`src/rtl/edc_scrub_arbiter.sv`:
```
`timescale 1ns/1ps
// edc_scrub_arbiter: forwards Wishbone cycles from the interconnect to the
// ECC memory. In idle slots it scrubs a window of lines by reading each one
// and writing the corrected data back. A line whose read reports an error is
// skipped, with no write-back.
// Optional feature macro: EDC_SCRUB_LOG_EN builds the uncorrectable-line log
// (count, last address, sticky valid). Without it the log outputs are tied 0.
module edc_scrub_arbiter #(
  parameter int          WB_DWIDTH      = 128,
  parameter int          WB_SWIDTH      = 16,
  parameter logic [31:0] SCRUB_BASE     = 32'h0000_0000,
  parameter int          SCRUB_LINES    = 1024,
  parameter int          SCRUB_INTERVAL = 4096
) (
  input  logic                 i_clk,
  input  logic                 i_rst_n,
  input  logic [31:0]          s_wb_adr,
  input  logic [WB_SWIDTH-1:0] s_wb_sel,
  input  logic                 s_wb_we,
  input  logic [WB_DWIDTH-1:0] s_wb_dat_w,
  input  logic                 s_wb_cyc,
  input  logic                 s_wb_stb,
  output logic [WB_DWIDTH-1:0] s_wb_dat_r,
  output logic                 s_wb_ack,
  output logic                 s_wb_err,
  output logic [31:0]          m_wb_adr,
  output logic [WB_SWIDTH-1:0] m_wb_sel,
  output logic                 m_wb_we,
  output logic [WB_DWIDTH-1:0] m_wb_dat_w,
  output logic                 m_wb_cyc,
  output logic                 m_wb_stb,
  input  logic [WB_DWIDTH-1:0] m_wb_dat_r,
  input  logic                 m_wb_ack,
  input  logic                 m_wb_err,
  input  logic                 i_scrub_enable,
  input  logic                 i_scrub_clr,
  output logic                 o_scrub_busy,
  output logic                 o_scrub_pass,
  output logic [15:0]          o_scrub_err_cnt,
  output logic [31:0]          o_scrub_err_adr,
  output logic                 o_scrub_err_vld
);

  localparam logic [1:0] ST_IDLE = 2'd0;
  localparam logic [1:0] ST_CPU  = 2'd1;
  localparam logic [1:0] ST_SRD  = 2'd2;
  localparam logic [1:0] ST_SWR  = 2'd3;

  localparam logic [31:0] STRIDE    = 32'(WB_DWIDTH / 8);
  localparam logic [31:0] SCRUB_END = SCRUB_BASE + 32'(SCRUB_LINES) * STRIDE;
  localparam int          CNT_W     = $clog2(SCRUB_INTERVAL);
  localparam logic [CNT_W-1:0] CNT_LAST = CNT_W'(SCRUB_INTERVAL - 1);

  logic [1:0]           state;
  logic [1:0]           state_nxt;
  logic [CNT_W-1:0]     ivl_cnt;
  logic                 pending;
  logic [31:0]          scrub_adr;
  logic [31:0]          adr_inc;
  logic                 adr_wrap;
  logic [WB_DWIDTH-1:0] line_buf;
  logic                 line_bad;
  logic                 scrub_done;

  // An errored read ends the scrub early; a write ack ends it normally.
  assign line_bad   = (state == ST_SRD) && m_wb_ack && m_wb_err;
  assign scrub_done = line_bad || ((state == ST_SWR) && m_wb_ack);
  assign adr_inc    = scrub_adr + STRIDE;
  assign adr_wrap   = (adr_inc == SCRUB_END);
  assign o_scrub_busy = (state == ST_SRD) || (state == ST_SWR);

  // Next-state selection; the CPU beats a pending scrub when both are waiting.
  always_comb begin
    state_nxt = state;
    case (state)
      ST_IDLE: begin
        if (s_wb_cyc && s_wb_stb) state_nxt = ST_CPU;
        else if (pending)         state_nxt = ST_SRD;
      end
      ST_CPU:  if (!s_wb_cyc) state_nxt = ST_IDLE;
      ST_SRD:  if (m_wb_ack)  state_nxt = m_wb_err ? ST_IDLE : ST_SWR;
      ST_SWR:  if (m_wb_ack)  state_nxt = ST_IDLE;
      default: state_nxt = ST_IDLE;
    endcase
  end

  // State register; reset drops the bus and abandons any line in flight.
  always_ff @(posedge i_clk or negedge i_rst_n) begin
    if (!i_rst_n) state <= ST_IDLE;
    else          state <= state_nxt;
  end

  // Interval counter raises a scrub request; finishing a scrub retires it.
  always_ff @(posedge i_clk or negedge i_rst_n) begin
    if (!i_rst_n) begin
      ivl_cnt <= '0;
      pending <= 1'b0;
    end else if (!i_scrub_enable) begin
      ivl_cnt <= '0;
      pending <= 1'b0;
    end else begin
      if (ivl_cnt == CNT_LAST) begin
        ivl_cnt <= '0;
        pending <= 1'b1;
      end else begin
        ivl_cnt <= ivl_cnt + 1'b1;
      end
      if (scrub_done) pending <= 1'b0;
    end
  end

  // Scrub address walks the window and wraps with a one-cycle pass pulse.
  always_ff @(posedge i_clk or negedge i_rst_n) begin
    if (!i_rst_n) begin
      scrub_adr    <= SCRUB_BASE;
      o_scrub_pass <= 1'b0;
    end else begin
      o_scrub_pass <= 1'b0;
      if (scrub_done) begin
        if (adr_wrap) begin
          scrub_adr    <= SCRUB_BASE;
          o_scrub_pass <= 1'b1;
        end else begin
          scrub_adr <= adr_inc;
        end
      end
    end
  end

  // Line buffer captures the corrected read data for the write-back.
  always_ff @(posedge i_clk) begin
    if ((state == ST_SRD) && m_wb_ack && !m_wb_err) line_buf <= m_wb_dat_r;
  end

  // Bus steering: pass-through for the CPU, scrub cycles otherwise, else quiet.
  always_comb begin
    m_wb_adr   = '0;
    m_wb_sel   = '0;
    m_wb_we    = 1'b0;
    m_wb_dat_w = '0;
    m_wb_cyc   = 1'b0;
    m_wb_stb   = 1'b0;
    s_wb_dat_r = '0;
    s_wb_ack   = 1'b0;
    s_wb_err   = 1'b0;
    case (state)
      ST_CPU: begin
        m_wb_adr   = s_wb_adr;
        m_wb_sel   = s_wb_sel;
        m_wb_we    = s_wb_we;
        m_wb_dat_w = s_wb_dat_w;
        m_wb_cyc   = s_wb_cyc;
        m_wb_stb   = s_wb_stb;
        s_wb_dat_r = m_wb_dat_r;
        s_wb_ack   = m_wb_ack;
        s_wb_err   = m_wb_err;
      end
      ST_SRD: begin
        m_wb_adr = scrub_adr;
        m_wb_sel = '1;
        m_wb_cyc = 1'b1;
        m_wb_stb = 1'b1;
      end
      ST_SWR: begin
        m_wb_adr   = scrub_adr;
        m_wb_sel   = '1;
        m_wb_we    = 1'b1;
        m_wb_dat_w = line_buf;
        m_wb_cyc   = 1'b1;
        m_wb_stb   = 1'b1;
      end
      default: ;
    endcase
  end

`ifdef EDC_SCRUB_LOG_EN
  logic [15:0] err_cnt;
  logic [31:0] err_adr;
  logic        err_vld;

  // Error log: a bad line outranks a simultaneous software clear.
  always_ff @(posedge i_clk or negedge i_rst_n) begin
    if (!i_rst_n) begin
      err_cnt <= '0;
      err_adr <= '0;
      err_vld <= 1'b0;
    end else if (line_bad) begin
      if (err_cnt != 16'hFFFF) err_cnt <= err_cnt + 16'd1;
      err_adr <= scrub_adr;
      err_vld <= 1'b1;
    end else if (i_scrub_clr) begin
      err_cnt <= '0;
      err_adr <= '0;
      err_vld <= 1'b0;
    end
  end

  assign o_scrub_err_cnt = err_cnt;
  assign o_scrub_err_adr = err_adr;
  assign o_scrub_err_vld = err_vld;
`else
  logic unused_clr;
  assign unused_clr      = i_scrub_clr;
  assign o_scrub_err_cnt = '0;
  assign o_scrub_err_adr = '0;
  assign o_scrub_err_vld = 1'b0;
`endif

endmodule

```
`config.mk`:
```
export PLATFORM = sky130hd
export DESIGN_NAME = edc_scrub_arbiter
export DESIGN_NICKNAME = d
export VERILOG_FILES = /design/src/rtl/edc_scrub_arbiter.sv
export SDC_FILE = /design/constraint.sdc
export NUM_CORES = 1
export LEC_CHECK = 0
export ABC_CLOCK_PERIOD_IN_PS = 23700
export BUFFER_PORTS_ARGS = -buffer_cell sky130_fd_sc_hd__buf_2
export CORE_AREA = 2 2 265 267
export DETAILED_ROUTE_END_ITERATION = 12
export DIE_AREA = 0 0 267 269
export PLACE_DENSITY = 0.41
export SYNTH_ARGS = -nofsm -noshare
export SYNTH_HDL_FRONTEND = slang
export SYNTH_SLANG_ARGS = --single-unit
```
`constraint.sdc`:
```
create_clock -name i_clk -period 23.7 [get_ports i_clk]
set_input_delay 0 -clock i_clk [delete_from_list [all_inputs] [get_ports i_clk]]
set_output_delay 0 -clock i_clk [all_outputs]
set_load 0.01 [all_outputs]
```
=== Word-level counts from Yosys, hierarchy flattened ===
Cells that the tools add are included.
Widths: inputs -> output; s select.

* Flip-flop bits (word level): 176
* Input port bits: 313

* Add/sub/neg operators: 2
* Mux-type cells: 24
* Reduce and logical (&&, ||, !) cells: 11
* Eq/ne operators: 10

{| class="wikitable"
|+ Operator list
! cell !! number
|-
| $pmux 128 s2 || 1
|-
| $mux 128 || 1
|-
| $pmux 32 s2 || 1
|-
| $add 32x5->32 const B || 1
|-
| $eq 32x15->1 const B || 1
|-
| $mux 32 || 1
|-
| $pmux 16 s2 || 1
|-
| $mux 12 || 2
|-
| $add 12x1->12 const B || 1
|-
| $eq 12x12->1 const B || 1
|-
| $mux 2 || 6
|-
| $pmux 2 s4 || 1
|-
| $mux 1 || 7
|-
| $ne 2x2->1 const B || 3
|-
| $pmux 1 s2 || 3
|-
| $logic_and 1x1->1 || 5
|-
| $eq 2x2->1 const B || 2
|-
| $reduce_and 4->1 || 1
|-
| $ne 3x1->1 const B || 1
|-
| $ne 3x3->1 const B || 1
|-
| $eq 2x1->1 const B || 1
|-
| $logic_not 2->1 || 1
|-
| $logic_or 1x1->1 || 2
|-
| $reduce_or 2->1 || 1
|-
| $logic_not 1->1 || 1
|}

=== Depth between registers and ports, before layout ===
* Depth after elaboration: 6
* Depth in mapped cells: 9

=== Worst setup path before layout ===
OpenSTA, ideal clock, no wires.

* Path type: register to register
* From: register state[0]
* To: register line_buf[0] (enable)
* Setup slack: 13.480 ns
* Required time: 22.926 ns
* Clock period less this slack: 10.220 ns
* Cell stages (with the launch flop): 4
* Setup time: 0.774 ns
* Arrival: 9.446 ns
* Path through: dfrtp_1 > clkbuf_1 > clkbuf_1 > nor3_1

* Longest elaborated chain between the ends: 3

{| class="wikitable"
|+ Ends and longest elaborated chain
! item !! RTL line !! text
|-
| start, declared || 54 || <nowiki>logic [1:0] state;</nowiki>
|-
| start signal, assigned || 90 || <nowiki>else state <= state_nxt;</nowiki>
|-
| $eq 2x2->1 || 132 || <nowiki>if ((state == ST_SRD) && m_wb_ack && !m_wb_err) line_buf <= m_wb_dat_r;</nowiki>
|-
| $logic_and 1x1->1 (2 in a row) || 132 ||
|-
| end signal, assigned || 132 ||
|-
| end, declared || 61 || <nowiki>logic [WB_DWIDTH-1:0] line_buf;</nowiki>
|}

Every way passes these cells.
A chain may end at the register's enable or synchronous reset.

=== Worst setup path after layout ===
* From: register state[1]
* To: register state[0]

* Longest elaborated chain between the ends: 3

{| class="wikitable"
|+ Ends and longest elaborated chain
! item !! RTL line !! text
|-
| $eq 2x2->1, or another cell as far along || 75 || <nowiki>case (state)</nowiki>
|-
| $ne 2x2->1 (no source line) / $ne 3x3->1 (equally long branches) || - ||
|-
| $reduce_and 4->1 (no source line) || - ||
|}

Parallel ways exist; a longest one is shown, timed or not.

==> impl_summary.log <==
[metrics] clock buffers created by TritonCTS: 17
[metrics] DIE HEIGHT: 269 um
[metrics] RSZ-0062 raised after global routing: no
[metrics] number of optimization iterations in the first detailed-route pass: 4
[metrics] data arrival time at the worst-slack endpoint: 3.60 ns
[metrics] insertion delay to the later sink of the worst-skew pair: 0.48 ns
[metrics] share of flip-flops with an asynchronous set or reset: 25.6%
[metrics] overall overflow remaining after global route: 0
[metrics] start point of the critical path: state[1]$_DFFE_PN0P_
[metrics] XOR/XNOR Fraction of Synth Area: 3.44%
[metrics] number of H-tree branching levels: 4
[metrics] largest stage delay on the critical path: 0.67 ns
[metrics] post-detail-place hpwl: 33600 um
[metrics] minimum setup slack after placement: 20.75 ns
[metrics] quantity of gates resized following cts: 0
[metrics] DRC violations left: 0
[metrics] setup TNS: 0 ns
[metrics] total of hold buffers inserted after clock tree synthesis: 136
[metrics] # Post-CTS Setup Buffers: 0
[metrics] Crit Reg-Reg Startpoint: state[1]$_DFFE_PN0P_
[metrics] class of the most critical setup path: flip-flop to flip-flop
[metrics] worst-case hold slack: 0.228 ns
[metrics] commonest non-fill, non-tap cells in the layout: sky130_fd_sc_hd__buf_2 (622), sky130_fd_sc_hd__and2_1 (138), sky130_fd_sc_hd__dlygate4sd3_1 (136), sky130_fd_sc_hd__nor2b_1 (130)
[metrics] PortBufs: 622
[metrics] die width: 267 um
[metrics] Starting Density: 15.1%
[metrics] CP Launch Type: flip-flop
[metrics] final cycle utilization of the critical path: 13.7%
[metrics] Synth Area in Adders: 0.240%
[metrics] post-synthesis area per instance: 10.8 um^2
[metrics] fraction of final layout cells sized beyond drive strength 1: 41.0%
[metrics] Cell Pwr Density: 47.8 nW/um^2
[metrics] wire length of the first global-routing pass: 61400 um
[metrics] number of antenna violations at the first check in global routing: 16
[metrics] Worst-Margin Slew: 1.06 ns
[metrics] max_cap viols: 0
[metrics] synthesized-area fraction occupied by ao, oa, aoi and oai cells: 5.63%
[metrics] post-synthesis to final-layout area growth: 55.3%
[metrics] capture point of the worst path: state[0]$_DFFE_PN0P_
[metrics] final number of setup-violating endpoints: 0
[metrics] total wirelength of the detailed-routed design: 43700 um
[metrics] warning count from the yosys run: 0
[metrics] most common cell after layout, fill and taps aside: sky130_fd_sc_hd__buf_2
[metrics] register bit total from synthesis: 172
[metrics] standard cell core area: 69300 um^2
[metrics] data required time of the worst path: 24.05 ns
[metrics] number of global-route vias before repair: 9503
[metrics] CTS tree: built
[metrics] result of the run: completed
[metrics] Mapped Cells: 965
[metrics] register area share after synthesis: 47.3%
[metrics] Cell Area, Synth: 10400 um^2
[metrics] count of antenna-violating nets left after detailed routing: 0
[metrics] path depth of the worst reg2reg path: 7
[metrics] clock root buffer master: sky130_fd_sc_hd__clkbuf_16
[metrics] cell row count: 97
[metrics] clock-pin slew of the registers on the worst-case setup and hold paths: 0.09 ns
[metrics] least setup slack across all paths after layout: 20.45 ns
[metrics] Clock Skews: 0.0186 ns
[metrics] top cell family by delay on the critical path: buffers and inverters
[metrics] slack of the worst reg-to-reg path: 20.45 ns
[metrics] Top Ports: 673
[metrics] max-slew headroom at the worst pin: 29.5%
[metrics] Final Hold Violating Endpoints: 0
[metrics] routed via count: 9713
[metrics] cell with the largest stage delay on the worst path: sky130_fd_sc_hd__dfrtp_4
[metrics] worst hold stages: 2
[metrics] fin. max-slew vios: 0
[metrics] CP Cell Sequence: buf_4 -> buf_4 -> nor2b_1 -> a21oi_1 -> dlygate4sd3_1 -> nand2_1 -> dlygate4sd3_1
[metrics] number of synthesized flops with an enable pin: 128
[metrics] final RePlAce weighted congestion: 0.841
[metrics] number of clock sinks seen by CTS: 172
[metrics] maximum achievable frequency: 0.308 GHz
[metrics] initial drt markers: 334
[metrics] crit path max fanout: 45
[metrics] nature of the critical path endpoint: flip-flop
[metrics] maximum count of clock buffers along a single path: 2
[metrics] die area: 71800 um^2
[metrics] Routed WL per cell: 16.7 um
[metrics] worst path bufs/invs: 4
[metrics] largest family of logic cells by synthesized area: simple AND/OR/NAND/NOR gates
[metrics] terminus of the critical flop-to-flop path: state[0]$_DFFE_PN0P_
[metrics] Hold/Removal Path Class: input port to flip-flop
[metrics] post-synthesis cell type count: 62
[metrics] total power: 0.776 mW
[metrics] multiplexer share of the synthesized area: 12.5%
[metrics] simple-gate area share of the yosys netlist: 23.6%
[metrics] GRT Resource Usage Total: 11.6%
[metrics] largest net degree at the start of global routing: 82
[metrics] Primary FF master, synth: sky130_fd_sc_hd__edfxtp_1
[metrics] maximum vdd ir drop: 0.0505 mV
[metrics] leakage power: 7.21 nW
[metrics] final net count: 1986
[metrics] Stages on worst setup path: 7
[metrics] minimum clock period: 3.25 ns
[metrics] via density per instance: 3.70
[metrics] Fillers: 7506
==> power by group <==
group | total, mW | switching (mW) | internal [mW]
clock network | 0.290 | 0.141 | 0.149
logic | 0.160 | 0.0810 | 0.0789
registers | 0.325 | 0.00116 | 0.324
==> worst min path at each step <==
stage | from | to | slack [ns]
detailed placement | m_wb_dat_r[110] | line_buf[110]$_DFFE_PP_ | 0.19
global route | m_wb_dat_r[110] | line_buf[110]$_DFFE_PP_ | 0.18
global placement | m_wb_dat_r[125] | line_buf[125]$_DFFE_PP_ | 0.19
CTS | m_wb_dat_r[110] | line_buf[110]$_DFFE_PP_ | 0.17
floorplan | i_rst_n | ivl_cnt[0]$_DFF_PN0_ | -0.30
finish | m_wb_dat_r[110] | line_buf[110]$_DFFE_PP_ | 0.23
==> kinds of logic after synthesis <==
family / count (synthesis)
simple gates: 410
buf+inv: 136
fa+ha+maj: 2
mux: 130
xor+xnor: 41
other cells: 1
flops: 172
compound gates: 73
==> cell type report <==
cell class | count | area (um^2) | area share [%]
Timing Repair Buffer | 769 | 4560 | 28.1
Clock buffer | 17 | 425 | 2.62
Antenna cell | 3 | 7.51 | 0.0463
Multi-Input combinational cell | 705 | 4930 | 30.4
Tap cell | 940 | 1180 | 7.25
Inverter | 6 | 22.5 | 0.139
Clock inverter | 14 | 153 | 0.941
Sequential cell | 172 | 4950 | 30.5
==> worst reg2reg max path, cell delays in order (launching register included) <==
cell,delay (ns)
sky130_fd_sc_hd__dfrtp_4,0.67
sky130_fd_sc_hd__buf_4,0.51
sky130_fd_sc_hd__buf_4,0.50
sky130_fd_sc_hd__nor2b_1,0.15
sky130_fd_sc_hd__a21oi_1,0.15
sky130_fd_sc_hd__dlygate4sd3_1,0.57
sky130_fd_sc_hd__nand2_1,0.05
sky130_fd_sc_hd__dlygate4sd3_1,0.54
==> Yosys cell counts, types with 16 or more instances <==
cell	n	area, um^2
sky130_fd_sc_hd__and2_1	138	863
sky130_fd_sc_hd__nor2b_1	131	820
sky130_fd_sc_hd__edfxtp_1	128	3840
sky130_fd_sc_hd__mux2i_1	128	1280
sky130_fd_sc_hd__buf_4	57	428
sky130_fd_sc_hd__clkbuf_1	47	176
sky130_fd_sc_hd__dfrtp_1	44	1100
sky130_fd_sc_hd__nand2_1	29	109
sky130_fd_sc_hd__nor2_1	28	105
sky130_fd_sc_hd__a22o_1	27	236
sky130_fd_sc_hd__xnor2_1	22	193
sky130_fd_sc_hd__a21o_1	19	143
sky130_fd_sc_hd__xor2_1	19	166
sky130_fd_sc_hd__nand3_1	16	80.1
sky130_fd_sc_hd__nand4_1	16	100
==> state kept, by name (all words and copies together) (netlist names) <==
signal	count
ivl_cnt	12
line_buf	128
o_scrub_pass	1
pending	1
scrub_adr	28
state	2
==> stage by stage <==
stage               instances  instance area (um^2)  util (%)
detailed placement       2456                 14300      20.6
floorplan                1013                 10600         -
CTS                      2623                 16200      23.4
global placement         2456                 14300      20.6
finish                   2626                 16200      23.4
global route             2626                 16200      23.4
==> layer usage <==
metal  vias up  global-route usage [%]  part of all wire [%]
li1       4667                       -                     -
met1      4576                    13.7                    41
met2       422                    20.4                    51
met3        46                    3.24                   6.3
met4         2                    3.46                   1.6
met5         -                       0                 0.030
(Power assumes the default switching activity.)
